<file path="config.mk">
export PLATFORM = sky130hd
export DESIGN_NAME = mem_port_arbiter
export DESIGN_NICKNAME = d
export VERILOG_FILES = /design/src/rtl/mem_arb_pkg.sv /design/src/rtl/mem_arb_pick2.sv /design/src/rtl/mem_port_arbiter.sv
export SDC_FILE = /design/constraint.sdc
export NUM_CORES = 1
export LEC_CHECK = 0
export ABC_AREA = 1
export CORE_AREA = 4 4 126 128
export DETAILED_ROUTE_END_ITERATION = 8
export DIE_AREA = 0 0 130 132
export GPL_TIMING_DRIVEN = 0
export PLACE_DENSITY_LB_ADDON = 0.12
export SETUP_SLACK_MARGIN = 0.02
export SYNTH_ARGS = -nofsm -noshare
export SYNTH_HDL_FRONTEND = slang
export SYNTH_SLANG_ARGS = --single-unit
</file>
<file path="constraint.sdc">
create_clock -name clk -period 1.4 [get_ports clk]
set_input_delay 0.42 -clock clk [delete_from_list [all_inputs] [get_ports clk]]
set_output_delay 0.42 -clock clk [all_outputs]
set_load 0.1 [all_outputs]
</file>
<file path="src/rtl/mem_arb_pkg.sv">
// Shared definitions for the instruction/data memory port arbiter.
//   state_e : arbiter FSM encoding
//   GRANT_I / GRANT_D : grant encoding (fetch port / data port)
//   LAT_W   : width of the strobe-latency down-counter
package mem_arb_pkg;

    localparam int LAT_W = 4;

    typedef enum logic [1:0] {
        IDLE    = 2'd0,
        ISSUE   = 2'd1,
        CAPTURE = 2'd2
    } state_e;

    localparam logic GRANT_I = 1'b0;
    localparam logic GRANT_D = 1'b1;

endpackage

</file>
<file path="src/rtl/mem_arb_pick2.sv">
// Combinational two-way tie-breaker between the fetch and data ports.
//   i_req_i       : fetch request (already masked by the caller)
//   d_req_i       : data request (already masked by the caller)
//   last_grant_i  : port granted most recently
//   grant_o       : winning port (GRANT_I / GRANT_D)
//   grant_valid_o : at least one request pending
module mem_arb_pick2
    import mem_arb_pkg::*;
#(
    parameter bit DATA_PRIORITY = 1'b1
) (
    input  logic i_req_i,
    input  logic d_req_i,
    input  logic last_grant_i,
    output logic grant_o,
    output logic grant_valid_o
);

    always_comb begin
        grant_valid_o = i_req_i | d_req_i;
        grant_o       = GRANT_I;
        if (i_req_i && d_req_i) begin
            grant_o = DATA_PRIORITY ? GRANT_D : ~last_grant_i;
        end else if (d_req_i) begin
            grant_o = GRANT_D;
        end
    end

endmodule

</file>
<file path="src/rtl/mem_port_arbiter.sv">
// Shares one single-ported word memory between the CPU fetch port and the
// load/store port. Each access runs IDLE -> ISSUE (strobe held MEM_LATENCY
// cycles) -> CAPTURE, and the winner receives a one-cycle ack together with
// its registered read data in the following IDLE cycle.
//
// Ports:
//   clk, rst_n                        : clock, async active-low reset
//   i_req, i_addr, i_rdata, i_ack     : fetch port (read only)
//   d_req, d_we, d_addr, d_wdata,
//   d_rdata, d_ack                    : data port
//   mem_read, mem_write, mem_addr,
//   mem_wdata, mem_rdata              : words_memory interface
//
// state   | meaning
// --------+-----------------------------------------------------------
// IDLE    | waiting for a request; pick winner, latch address/data
// ISSUE   | strobe asserted; counter counts down to 0
// CAPTURE | strobe low; latch mem_rdata on reads, raise ack at exit
module mem_port_arbiter
    import mem_arb_pkg::*;
#(
    parameter int MEM_LATENCY   = 1,
    parameter int DATA_PRIORITY = 1
) (
    input  logic        clk,
    input  logic        rst_n,

    input  logic        i_req,
    input  logic [31:0] i_addr,
    output logic [31:0] i_rdata,
    output logic        i_ack,

    input  logic        d_req,
    input  logic        d_we,
    input  logic [31:0] d_addr,
    input  logic [31:0] d_wdata,
    output logic [31:0] d_rdata,
    output logic        d_ack,

    output logic        mem_read,
    output logic        mem_write,
    output logic [31:0] mem_addr,
    output logic [31:0] mem_wdata,
    input  logic [31:0] mem_rdata
);

    localparam logic [LAT_W-1:0] LAT_LOAD = LAT_W'(MEM_LATENCY - 1);

    state_e             state_q, state_d;
    logic [LAT_W-1:0]   cnt_q, cnt_d;
    logic               grant_q, grant_d;
    logic               last_grant_q, last_grant_d;
    logic               we_q, we_d;
    logic [31:0]        mem_addr_q, mem_addr_d;
    logic [31:0]        mem_wdata_q, mem_wdata_d;
    logic [31:0]        i_rdata_q, i_rdata_d;
    logic [31:0]        d_rdata_q, d_rdata_d;
    logic               i_ack_q, i_ack_d;
    logic               d_ack_q, d_ack_d;

    logic               pick;
    logic               pick_valid;

    // A port's request is still high during its own ack cycle; ignore it
    // there so the same access is not granted twice.
    mem_arb_pick2 #(
        .DATA_PRIORITY (DATA_PRIORITY != 0)
    ) u_pick (
        .i_req_i       (i_req & ~i_ack_q),
        .d_req_i       (d_req & ~d_ack_q),
        .last_grant_i  (last_grant_q),
        .grant_o       (pick),
        .grant_valid_o (pick_valid)
    );

    always_comb begin
        state_d      = state_q;
        cnt_d        = cnt_q;
        grant_d      = grant_q;
        last_grant_d = last_grant_q;
        we_d         = we_q;
        mem_addr_d   = mem_addr_q;
        mem_wdata_d  = mem_wdata_q;
        i_rdata_d    = i_rdata_q;
        d_rdata_d    = d_rdata_q;
        i_ack_d      = 1'b0;
        d_ack_d      = 1'b0;

        case (state_q)
            IDLE: begin
                if (pick_valid) begin
                    grant_d      = pick;
                    last_grant_d = pick;
                    cnt_d        = LAT_LOAD;
                    state_d      = ISSUE;
                    if (pick == GRANT_D) begin
                        we_d        = d_we;
                        mem_addr_d  = d_addr;
                        mem_wdata_d = d_wdata;
                    end else begin
                        we_d        = 1'b0;
                        mem_addr_d  = i_addr;
                    end
                end
            end
            ISSUE: begin
                if (cnt_q != '0) begin
                    cnt_d = cnt_q - 1'b1;
                end else begin
                    state_d = CAPTURE;
                end
            end
            CAPTURE: begin
                if (!we_q) begin
                    if (grant_q == GRANT_D) d_rdata_d = mem_rdata;
                    else                    i_rdata_d = mem_rdata;
                end
                if (grant_q == GRANT_D) d_ack_d = 1'b1;
                else                    i_ack_d = 1'b1;
                state_d = IDLE;
            end
            default: begin
                state_d = IDLE;
            end
        endcase
    end

    always_ff @(posedge clk or negedge rst_n) begin
        if (!rst_n) begin
            state_q      <= IDLE;
            cnt_q        <= '0;
            grant_q      <= GRANT_I;
            last_grant_q <= GRANT_D;
            we_q         <= 1'b0;
            mem_addr_q   <= '0;
            mem_wdata_q  <= '0;
            i_rdata_q    <= '0;
            d_rdata_q    <= '0;
            i_ack_q      <= 1'b0;
            d_ack_q      <= 1'b0;
        end else begin
            state_q      <= state_d;
            cnt_q        <= cnt_d;
            grant_q      <= grant_d;
            last_grant_q <= last_grant_d;
            we_q         <= we_d;
            mem_addr_q   <= mem_addr_d;
            mem_wdata_q  <= mem_wdata_d;
            i_rdata_q    <= i_rdata_d;
            d_rdata_q    <= d_rdata_d;
            i_ack_q      <= i_ack_d;
            d_ack_q      <= d_ack_d;
        end
    end

    // Strobes decode straight from the state register so an async reset
    // drops them immediately.
    assign mem_read  = (state_q == ISSUE) && !we_q;
    assign mem_write = (state_q == ISSUE) &&  we_q;
    assign mem_addr  = mem_addr_q;
    assign mem_wdata = mem_wdata_q;
    assign i_rdata   = i_rdata_q;
    assign d_rdata   = d_rdata_q;
    assign i_ack     = i_ack_q;
    assign d_ack     = d_ack_q;

endmodule

</file>
==> summary.md, run 1 <==
| Metric | Value |
|---|---|
| FMAX | 0.593 GHz |
| Residual DRC count | 0 |
| Layout Area Growth over Synthesis | 105% |
| Layout cells sized above 1 | 32.7% |
| Gr ovfl total | 0 |
| Final Skew | 0.00932 ns |
| Sequential share of the synthesized area | between 50% and 60% |
| Antenna Diode Count | 0 |
| Crit path cell chain | inv_2 -> nand2_4 -> nor2_4 -> buf_12 |
| Reg clk slew, reported paths | 0.06 ns |
| First-pass GRT wire length | around 30000 µm |
| Slew HR | 59.6% |
| Initial Utilization | about two fifths |
| Die Area | 17200 µm² |
| Final Hold Fails | between 40 and 50 |
| Violated checks | negative hold slack, negative setup slack |
| Total of max-cap violations | 0 |
| Simple-gate share of the synthesized area | 16.0% |
| Outcome | finished, violations left |
| Clk Latency, worst-skew pair | ~0.42 ns |
| Io pins | 265 |
| GP Congestion | between 0.7 and 0.8 |
| Layout fillers | 884 |
| Worst Path Required | around 0.98 ns |
| Synth warn | 0 |
| Cts bufs inserted | 17 |
| Vias post-DR | roughly 5800 |
| Chip Height | around 130 µm |
| Clk buf depth | 2 |
| Core area | ~15000 µm² |
| Worst Path Arrival | 1.27 ns |
| All-Layer GR Usage | 22.4% |
| Core Util, Final | between 70% and 80% |
| CTS tree | yes |
| Post-DRT Antenna Nets | 0 |
| Slew Viols, Final | 0 |
| CP max-delay cell | dfrtp_1 |
| Complex-gate fraction of the synthesized area | 12.7% |
| Net Count, Synth | 778 |
| Die W | 130 µm |
| Number of global-route vias before repair | about 6000 |
| Final Setup Violations | 267 |
| DR vias/cell | about 4.8 |
| Period utilisation layout | 120% |
| Crit-path max FO | 3 |
| RSZ-0062 raised after global routing | yes |
| Final wirelength | 20800 µm |
| Crit Path Category | reg2out |
| Min Tclk post-route | 1.69 ns |
| Pin count of the biggest net entering global routing | 85 |
| Synth Instances | about 640 |
| Post-Synth Adder-Cell Area | 0.433% |
| Netlist cell types | 22 |
| CP top delay family | flip-flops |
| Fin nets | 1148 |
| Clock tree sinks | 138 |
| Slowest stage delay, CP | 0.40 ns |
| Port Buffers | 264 |
| Crit path buffers/inverters | 2 |
| Post-detail-place hpwl | 12600 µm |
| Max H-tree Level | 4 |
| Root buffer selected by CTS | clkbuf_16 |
| Min-Delay Path Class | in2async |
| Worst setup EP type | output pin |
| Rows | 45 |
| Drt pass-1 iters | 5 |
| Synth Cell Area | 5780 µm² |
| Final hold slack | -0.0714 ns |
| Setup ws final | -0.287 ns |
| Initial DRC count | 235 |
| DR WL/cell | 17.2 µm |
| Initial antenna violation count | 0 |
| Main combinational cell family by area after synthesis | simple AND/OR/NAND/NOR gates |
| CP Launch Type | flip-flop |
| Yosys reg bits | roughly 140 |
| Mapped Avg Cell Area | 9.00 µm² |
| Setup_tns | -14.50 ns |
| Worst slew pin tran | 0.605 ns |
| Post-synthesis xor/xnor area fraction | 0.151% |
| Mux cell area share after synthesis | 0% |
## stage by stage
step | setup slack (ns) | instance area (µm²) | cells | hold WS [ns]
detailed placement | -0.871 | 8790 | 1096 | 0.412
global route | -0.331 | 11900 | 1213 | -0.0598
finish | -0.287 | 11900 | 1213 | -0.0714
floorplan | -0.0730 | 5890 | 643 | 0.124
global placement | -6.40 | 8770 | 1095 | 0.461
CTS | -0.268 | 11200 | 1169 | -0.0267
## logic make-up after synthesis
group | Yosys count
compound gates | 131
flops | 138
simple gates | 233
xor+xnor | 1
fa+ha+maj | 2
buf+inv | 138
## state kept, by name (all words and copies together) (netlist names)
name / flops
cnt_q: 4
d_ack: 1
d_rdata: 32
grant_q: 1
i_ack: 1
i_rdata: 32
mem_addr: 32
mem_wdata: 32
state_q: 2
we_q: 1
## final cells by class
cell class                 instances  area [µm²]  area share (%)
tap                              188         235            1.98
buffer                            30         379            3.19
sequential                       138        3460            29.1
timing repair buffer             350        4880            41.1
clock buffer                      21         470            3.96
inverter                         106         405            3.41
multi-input combinational        370        1950            16.4
clock inverter                    10        95.1           0.801
## layout by cell type (no fill, tap or decap), types with 9 or more instances in the layout
master             n
clkbuf_16         26
buf_8             12
dfrtp_1          135
inv_1            102
nand2_2            9
o21ai_2           20
o21ai_1           63
o21ai_0           14
buf_12           132
buf_6             32
buf_4             56
clkdlybuf4s50_1  131
nand2_1          194
o211ai_1          32
## cells in the mapped netlist
| library cell | n | area [µm²] |
|---|---|---|
| o21ai_1 | 82 | 410 |
| nand2_1 | 209 | 785 |
| nor2_4 | 2 | 22.5 |
| xnor2_1 | 1 | 8.76 |
| nand2_2 | 1 | 6.26 |
| o21ai_0 | 16 | 80.1 |
| clkbuf_1 | 4 | 15.0 |
| dfrtp_1 | 138 | 3450 |
| o211ai_1 | 32 | 240 |
| o22ai_1 | 1 | 6.26 |
| nand3_1 | 6 | 30.0 |
| buf_1 | 1 | 3.75 |
| nor2_2 | 2 | 12.5 |
| inv_1 | 105 | 394 |
| ha_1 | 2 | 25.0 |
| nand3_2 | 1 | 10.0 |
| buf_4 | 3 | 22.5 |
| nand2_4 | 2 | 22.5 |
| inv_2 | 1 | 3.75 |
| buf_6 | 12 | 135 |
| buf_2 | 12 | 60.1 |
| nor2_1 | 10 | 37.5 |
## metal layers
| metal | part of all wire [%] | up-vias | global-route usage, % |
|---|---|---|---|
| li1 | - | 2756 | - |
| met1 | 36 | 2784 | 24.9 |
| met2 | 53 | 244 | 38.9 |
| met3 | 8.4 | 52 | 8.27 |
| met4 | 3.2 | 0 | 8.55 |
| met5 | 0 | - | 0 |
## what timing repair did
| item | CTS | global route |
|---|---|---|
| cloned | 7 | 10 |
| pin swaps | 18 | 12 |
| setup buffers | 36 | 35 |
| gates resized for setup | 1221 | 76 |
| hold endpoints to repair | 54 | 13 |
| endpoints found under the setup margin | 187 | 265 |
## worst paths after layout
kind / from / end / slack, ns / cells past startpoint
min in group clk: cnt_q[1]$_DFFE_PN0P_ / cnt_q[1]$_DFFE_PN0P_ / 0.54 / 2
hold / removal: rst_n / mem_wdata[24]$_DFFE_PN0P_ / -0.07 / 1
setup reg to reg: d_ack$_DFF_PN0_ / mem_addr[29]$_DFFE_PN0P_ / -0.16 / 8
hold reg to reg: cnt_q[1]$_DFFE_PN0P_ / cnt_q[1]$_DFFE_PN0P_ / 0.54 / 2
setup / recovery: state_q[1]$_DFFE_PN0P_ / mem_read / -0.29 / 4
max in group asynchronous: rst_n / mem_wdata[6]$_DFFE_PN0P_ / 0.13 / 2
Power of run 1 is left out: the tool's default activity adds up to more than one toggle a clock period on the data nets, which glitch-free logic cannot reach.
==> inputs of run 2 (changes only) <==
--- a/config.mk
+++ b/config.mk
@@ -6,12 +6,13 @@
 export NUM_CORES = 1
 export LEC_CHECK = 0
 export ABC_AREA = 1
-export CORE_AREA = 4 4 126 128
+export CORE_AREA = 4 4 91 178
 export DETAILED_ROUTE_END_ITERATION = 8
-export DIE_AREA = 0 0 130 132
+export DIE_AREA = 0 0 95 182
 export GPL_TIMING_DRIVEN = 0
 export PLACE_DENSITY_LB_ADDON = 0.12
 export SETUP_SLACK_MARGIN = 0.02
+export SKIP_LAST_GASP = 1
 export SYNTH_ARGS = -nofsm -noshare
 export SYNTH_HDL_FRONTEND = slang
 export SYNTH_SLANG_ARGS = --single-unit
==> constraint.sdc (replaced) <==
create_clock -name clk -period 2.1 [get_ports clk]
set_input_delay 0.63 -clock clk [delete_from_list [all_inputs] [get_ports clk]]
set_output_delay 0.63 -clock clk [all_outputs]
set_load 0.1 [all_outputs]
==> run 2 against run 1 <==
  * The run now ends clean
  * Critical path depth did not move
  * Die area grew 0.76%
  * Clock skew is 0.0047 ns higher
  * First-iteration DRC count down 47%
  * Clock-buffer cell count down 2
  * Worst hold slack better by 0.22 ns
  * Sequential share of layout area increased by 7.4 points
  * Design area decreased by 20%
  * Final cell count down 6.4%
  * Critical endpoint is now mem_write
  * Highest routed layer unchanged
==> summary.md, run 2 (synthesis gave the netlist of run 1 again) <==
| Metric | Value |
|---|---|
| Reg clk slew, reported paths | 0.06 ns |
| Met1 Resource Use GR | 21.1% |
| Core Util, Final | 63.8% |
| Final wirelength | 18200 µm |
| Layout fillers | 1313 |
| R2r startpoint | state_q[0]$_DFFE_PN0P_ |
| Post-detail-place hpwl | 14000 µm |
| Fin nets | 1062 |
| GP Congestion | 0.802 |
| Placed Area | 8700 µm² |
| Number of global-route vias before repair | 5593 |
| Clock tree sinks | 138 |
| Crit path cell chain | inv_2 -> nand2_4 -> nor2_1 -> buf_6 |
| Initial DRC count | roughly 130 |
| Final Skew | 0.0140 ns |
| Final Hold Fails | 0 |
| Cts bufs inserted | 17 |
| Residual DRC count | 0 |
| Register Area | 3450 µm² |
| Pin count of the biggest net entering global routing | 96 |
| Port Buffers | 264 |
| Slew HR | roughly 60% |
| CP startpoint | state_q[1]$_DFFE_PN0P_ |
| Worst Path Required | approximately 1.5 ns |
| R2R cell count | 6 |
| Clk buf depth | 2 |
| Slowest stage delay, CP | 0.39 ns |
| Total of max-cap violations | 0 |
| GR Util met2 | 41.0% |
| Drt pass-1 iters | 6 |
| Post-CTS Setup Repair Bufs | 0 |
| Outcome | finished, final reports clean |
| Post-DRT Antenna Nets | 0 |
| Io pins | 265 |
| Initial Utilization | 39.0% |
| Period utilisation layout | 95.2% |
| DR vias/cell | between 4 and 5 |
| Die W | 95 µm |
| DR WL/cell | 16.0 µm |
| Placed insts | 1103 |
| Non-Filler Instances | 1135 |
| Crit. path cell count | 4 |
| Vias post-DR | 5293 |
| Layout cells sized above 1 | a little over a fifth |
| Reg-to-Reg End | mem_addr[28]$_DFFE_PN0P_ |
| Initial antenna violation count | 0 |
| Setup_tns | 0 ns |
| Worst setup EP type | output pin |
| Crit path buffers/inverters | 2 |
| Layout Area Growth over Synthesis | 63.4% |
| Max H-tree Level | 4 |
| First-pass GRT wire length | 28700 µm |
| Most frequent cells in the layout | nand2_1 (208), dfrtp_1 (138), clkdlybuf4s50_1 (131) |
| RSZ-0062 raised after global routing | no |
| CP Launch Type | flip-flop |
| Multi-input gate area | around 1700 µm² |
| Worst slew pin tran | between 0.5 and 0.6 ns |
| Setup slack, reg-to-reg | 0.67 ns |
| CP top delay family | flip-flops |
| Min-Delay Path Class | in2async |
| Met3 global-route usage | 6.05% |
| Core area | 14800 µm² |
| CTS tree | yes |
| Crit Path Category | reg2out |
| Clk Latency, worst-skew pair | 0.41 ns |
| CP max-delay cell | dfrtp_1 |
| Gr ovfl total | 0 |
| Die Area | 17300 µm² |
| Final Cell Area | 9450 µm² |
| Antenna Diode Count | 0 |
| Rows | 63 |
| CP endpoint | mem_write |
| Final Setup Violations | 0 |
| Most used routing layer | met2 |
| Root buffer selected by CTS | clkbuf_16 |
| Slew Viols, Final | 0 |
| Min Tclk post-route | 2.00 ns |
| Most common cell after layout, fill and taps aside | nand2_1 |
| Worst Path Arrival | 1.37 ns |
| Crit-path max FO | 7 |
| All-Layer GR Usage | 21.6% |
| FMAX | roughly 0.5 GHz |
| Chip Height | roughly 180 µm |
-- run 2: how the worst min path moves through the flow --
stage | startpoint | endpoint | slack (ns) | depth (start not counted)
2_1_floorplan | rst_n | cnt_q[0]$_DFFE_PN0P_ | 0.33 | 0
3_3_place_gp | mem_addr[20]$_DFFE_PN0P_ | mem_addr[20]$_DFFE_PN0P_ | 0.46 | 2
3_5_place_dp | mem_addr[17]$_DFFE_PN0P_ | mem_addr[17]$_DFFE_PN0P_ | 0.47 | 2
4_1_cts | rst_n | mem_wdata[31]$_DFFE_PN0P_ | 0.14 | 1
5_1_grt | rst_n | mem_wdata[31]$_DFFE_PN0P_ | 0.15 | 1
6_report | rst_n | mem_wdata[31]$_DFFE_PN0P_ | 0.15 | 1
-- run 2: repair_timing --
item,CTS,global route
gates resized for setup,405,2
pin swaps,0,0
hold endpoints to repair,0,0
setup endpoints to repair,132,2
hold buffers,0,0
-- run 2: per-layer routing --
metal | vias to the layer above | part of all wire, %
met5 | - | 0
met4 | 0 | 2.8
met3 | 33 | 7.1
met2 | 180 | 57
met1 | 2508 | 33
li1 | 2572 | -
-- run 2: through the flow --
step / worst slack [ns] / hold WS, ns
2_1_floorplan: -0.395 / 0.334
3_3_place_gp: -4.97 / 0.464
3_5_place_dp: -0.495 / 0.467
4_1_cts: 0.000545 / 0.135
5_1_grt: 0.0242 / 0.151
6_report: 0.101 / 0.147
-- run 2: layout make-up --
type / instances / share of cell area [%]
clock inverters: 13 / 1.43
well taps: 195 / 2.58
repair buffers: 265 / 30.0
multi-input cells: 367 / 18.0
plain buffers: 32 / 2.50
clock buffers: 19 / 4.69
flip-flops and latches: 138 / 36.5
inverters: 106 / 4.21
Power of run 2 is left out for the same reason.
==> inputs of run 3 (changes only) <==
--- a/config.mk
+++ b/config.mk
@@ -16,3 +16,4 @@
 export SYNTH_ARGS = -nofsm -noshare
 export SYNTH_HDL_FRONTEND = slang
 export SYNTH_SLANG_ARGS = --single-unit
+export TNS_END_PERCENT = 5
==> constraint.sdc (replaced) <==
create_clock -name clk -period 2.05 [get_ports clk]
set_input_delay 0.615 -clock clk [delete_from_list [all_inputs] [get_ports clk]]
set_output_delay 0.615 -clock clk [all_outputs]
set_load 0.1 [all_outputs]
==> run 3 against run 2 <==
  * The run now ends with negative setup slack left
  * Non-clock buffer count did not move
  * Sequential share of layout area rose by 1.3 points
  * Flip-flop and latch count did not move
  * Clock skew barely moved
  * Worst hold slack got worse by 0.016 ns
  * Critical path depth fell by 3
  * Critical endpoint is now d_rdata[6]
==> summary.md, run 3 (synthesis gave the netlist of run 1 again) <==
| Metric | Value |
|---|---|
| Io pins | 265 |
| Port Buffers | around 260 |
| CP top delay family | buffers and inverters |
| All-Layer GR Usage | 21.5% |
| Most frequent cells in the layout | nand2_1 (208), dfrtp_1 (138), clkdlybuf4s50_1 (131) |
| GP Congestion | 0.802 |
| Rows | 63 |
| Multi-input gate area | 1700 µm² |
| Crit path buffers/inverters | 1 |
| Slew HR | 32.1% |
| Initial antenna violation count | 0 |
| Final Skew | 0.0137 ns |
| DR WL/cell | 16.0 µm |
| Min Tclk post-route | 2.26 ns |
| Period utilisation layout | 110% |
| Vias post-DR | approximately 5300 |
| CP Launch Type | flip-flop |
| Most common cell after layout, fill and taps aside | nand2_1 |
| Layout Area Growth over Synthesis | 57.8% |
| Pin count of the biggest net entering global routing | 96 |
| Root buffer selected by CTS | clkbuf_16 |
| Initial Utilization | 39.0% |
| RSZ-0062 raised after global routing | yes |
| Slowest stage delay, CP | about 0.90 ns |
| Register Area | 3450 µm² |
| Slew Viols, Final | 0 |
| Crit path cell chain | dlygate4sd2_1 |
| Number of global-route vias before repair | around 5600 |
| Layout cells sized above 1 | 8.83% |
| Final Setup Violations | 120 |
| Worst setup EP type | output pin |
| Post-detail-place hpwl | 14000 µm |
| Violated checks | negative setup slack |
| Min-Delay Path Class | in2async |
| Worst slew pin tran | 1.02 ns |
| Initial DRC count | 121 |
| Max H-tree Level | 4 |
| Core area | roughly 15000 µm² |
| Post-DRT Antenna Nets | 0 |
| CP max-delay cell | dlygate4sd2_1 |
| Fin nets | 1062 |
| Crit-path max FO | 2 |
| Clock tree sinks | 138 |
| First-pass GRT wire length | between 20000 and 30000 µm |
| Chip Height | 182 µm |
| Cts bufs inserted | 17 |
| Outcome | finished, violations left |
| Crit Path Category | reg2out |
| Clk buf depth | 2 |
| Hold-fix buffers at CTS | 0 |
| Gr ovfl total | 0 |
| Reg clk slew, reported paths | 0.06 ns |
| Worst Path Arrival | 1.65 ns |
| Residual DRC count | 0 |
| Die W | 95 µm |
| Die Area | 17300 µm² |
| Non-Filler Instances | 1135 |
| Worst Path Required | 1.43 ns |
| CTS tree | yes |
| Placed insts | 1103 |
| Setup ws final | -0.213 ns |
| Clk Latency, worst-skew pair | between 0.4 and 0.5 ns |
| Layout fillers | between 1000 and 1500 |
| Final Hold Fails | 0 |
| FMAX | between 0.4 and 0.5 GHz |
| DR vias/cell | 4.66 |
| Antenna Diode Count | 0 |
| Drt pass-1 iters | 4 |
| Final wirelength | 18100 µm |
| Total of max-cap violations | 0 |
[run 3: changes by cell type in the layout (fill, tap and decap cells not counted)]
cell and delta:
buf_4 +1, buf_6 -1, clkbuf_2 +6, clkdlybuf4s15_1 +16
clkdlybuf4s15_2 -126, dlygate4sd2_1 +104
[run 3: cell type report]
cell class / count / area share [%]
clock inverter: 13 / 1.48
tap: 195 / 2.67
timing repair buffer: 265 / 27.5
sequential: 138 / 37.8
buffer: 32 / 2.59
multi-input combinational: 367 / 18.7
inverter: 106 / 4.36
clock buffer: 19 / 4.85
[run 3: final timing paths]
path                                     startpoint                         to  slack (ns)  cells past startpoint
max                          d_rdata[6]$_DFFE_PN0P_                 d_rdata[6]       -0.21                      1
min                                           rst_n  mem_wdata[31]$_DFFE_PN0P_        0.13                      1
max reg2reg                  state_q[0]$_DFFE_PN0P_   mem_addr[28]$_DFFE_PN0P_        0.62                      6
min reg2reg                mem_addr[17]$_DFFE_PN0P_   mem_addr[17]$_DFFE_PN0P_        0.48                      2
max in group asynchronous                     rst_n   mem_addr[31]$_DFFE_PN0P_        1.10                      2
min in group clk           mem_addr[17]$_DFFE_PN0P_   mem_addr[17]$_DFFE_PN0P_        0.48                      2
[run 3: metal layers]
layer / track usage (%) / wire length (µm) / vias to the layer above / share of wire, %
li1: - / - / 2575 / -
met1: 21.1 / 5980 / 2506 / 33
met2: 41.0 / 10400 / 177 / 57
met3: 5.85 / 1260 / 31 / 6.9
met4: 8.27 / 475 / 0 / 2.6
met5: 0 / 0 / - / 0
[run 3: stage by stage]
step	util, %	setup TNS [ns]	instance area (µm²)	setup slack (ns)	hold WS, ns
floorplan	-	-0.860	5780	-0.430	0.319
global placement	58.5	-694.62	8670	-5.00	0.464
detailed placement	58.7	-7.17	8700	-0.530	0.467
CTS	61.7	-26.70	9150	-0.235	0.120
global route	61.6	-27.40	9130	-0.251	0.136
finish	61.6	-21.81	9130	-0.213	0.131
[run 3: what timing repair did]
item | CTS | global route
setup buffers | 0 | 0
endpoints found under the setup margin | 132 | 128
gates resized for setup | 166 | 16
Power of run 3 is left out for the same reason.
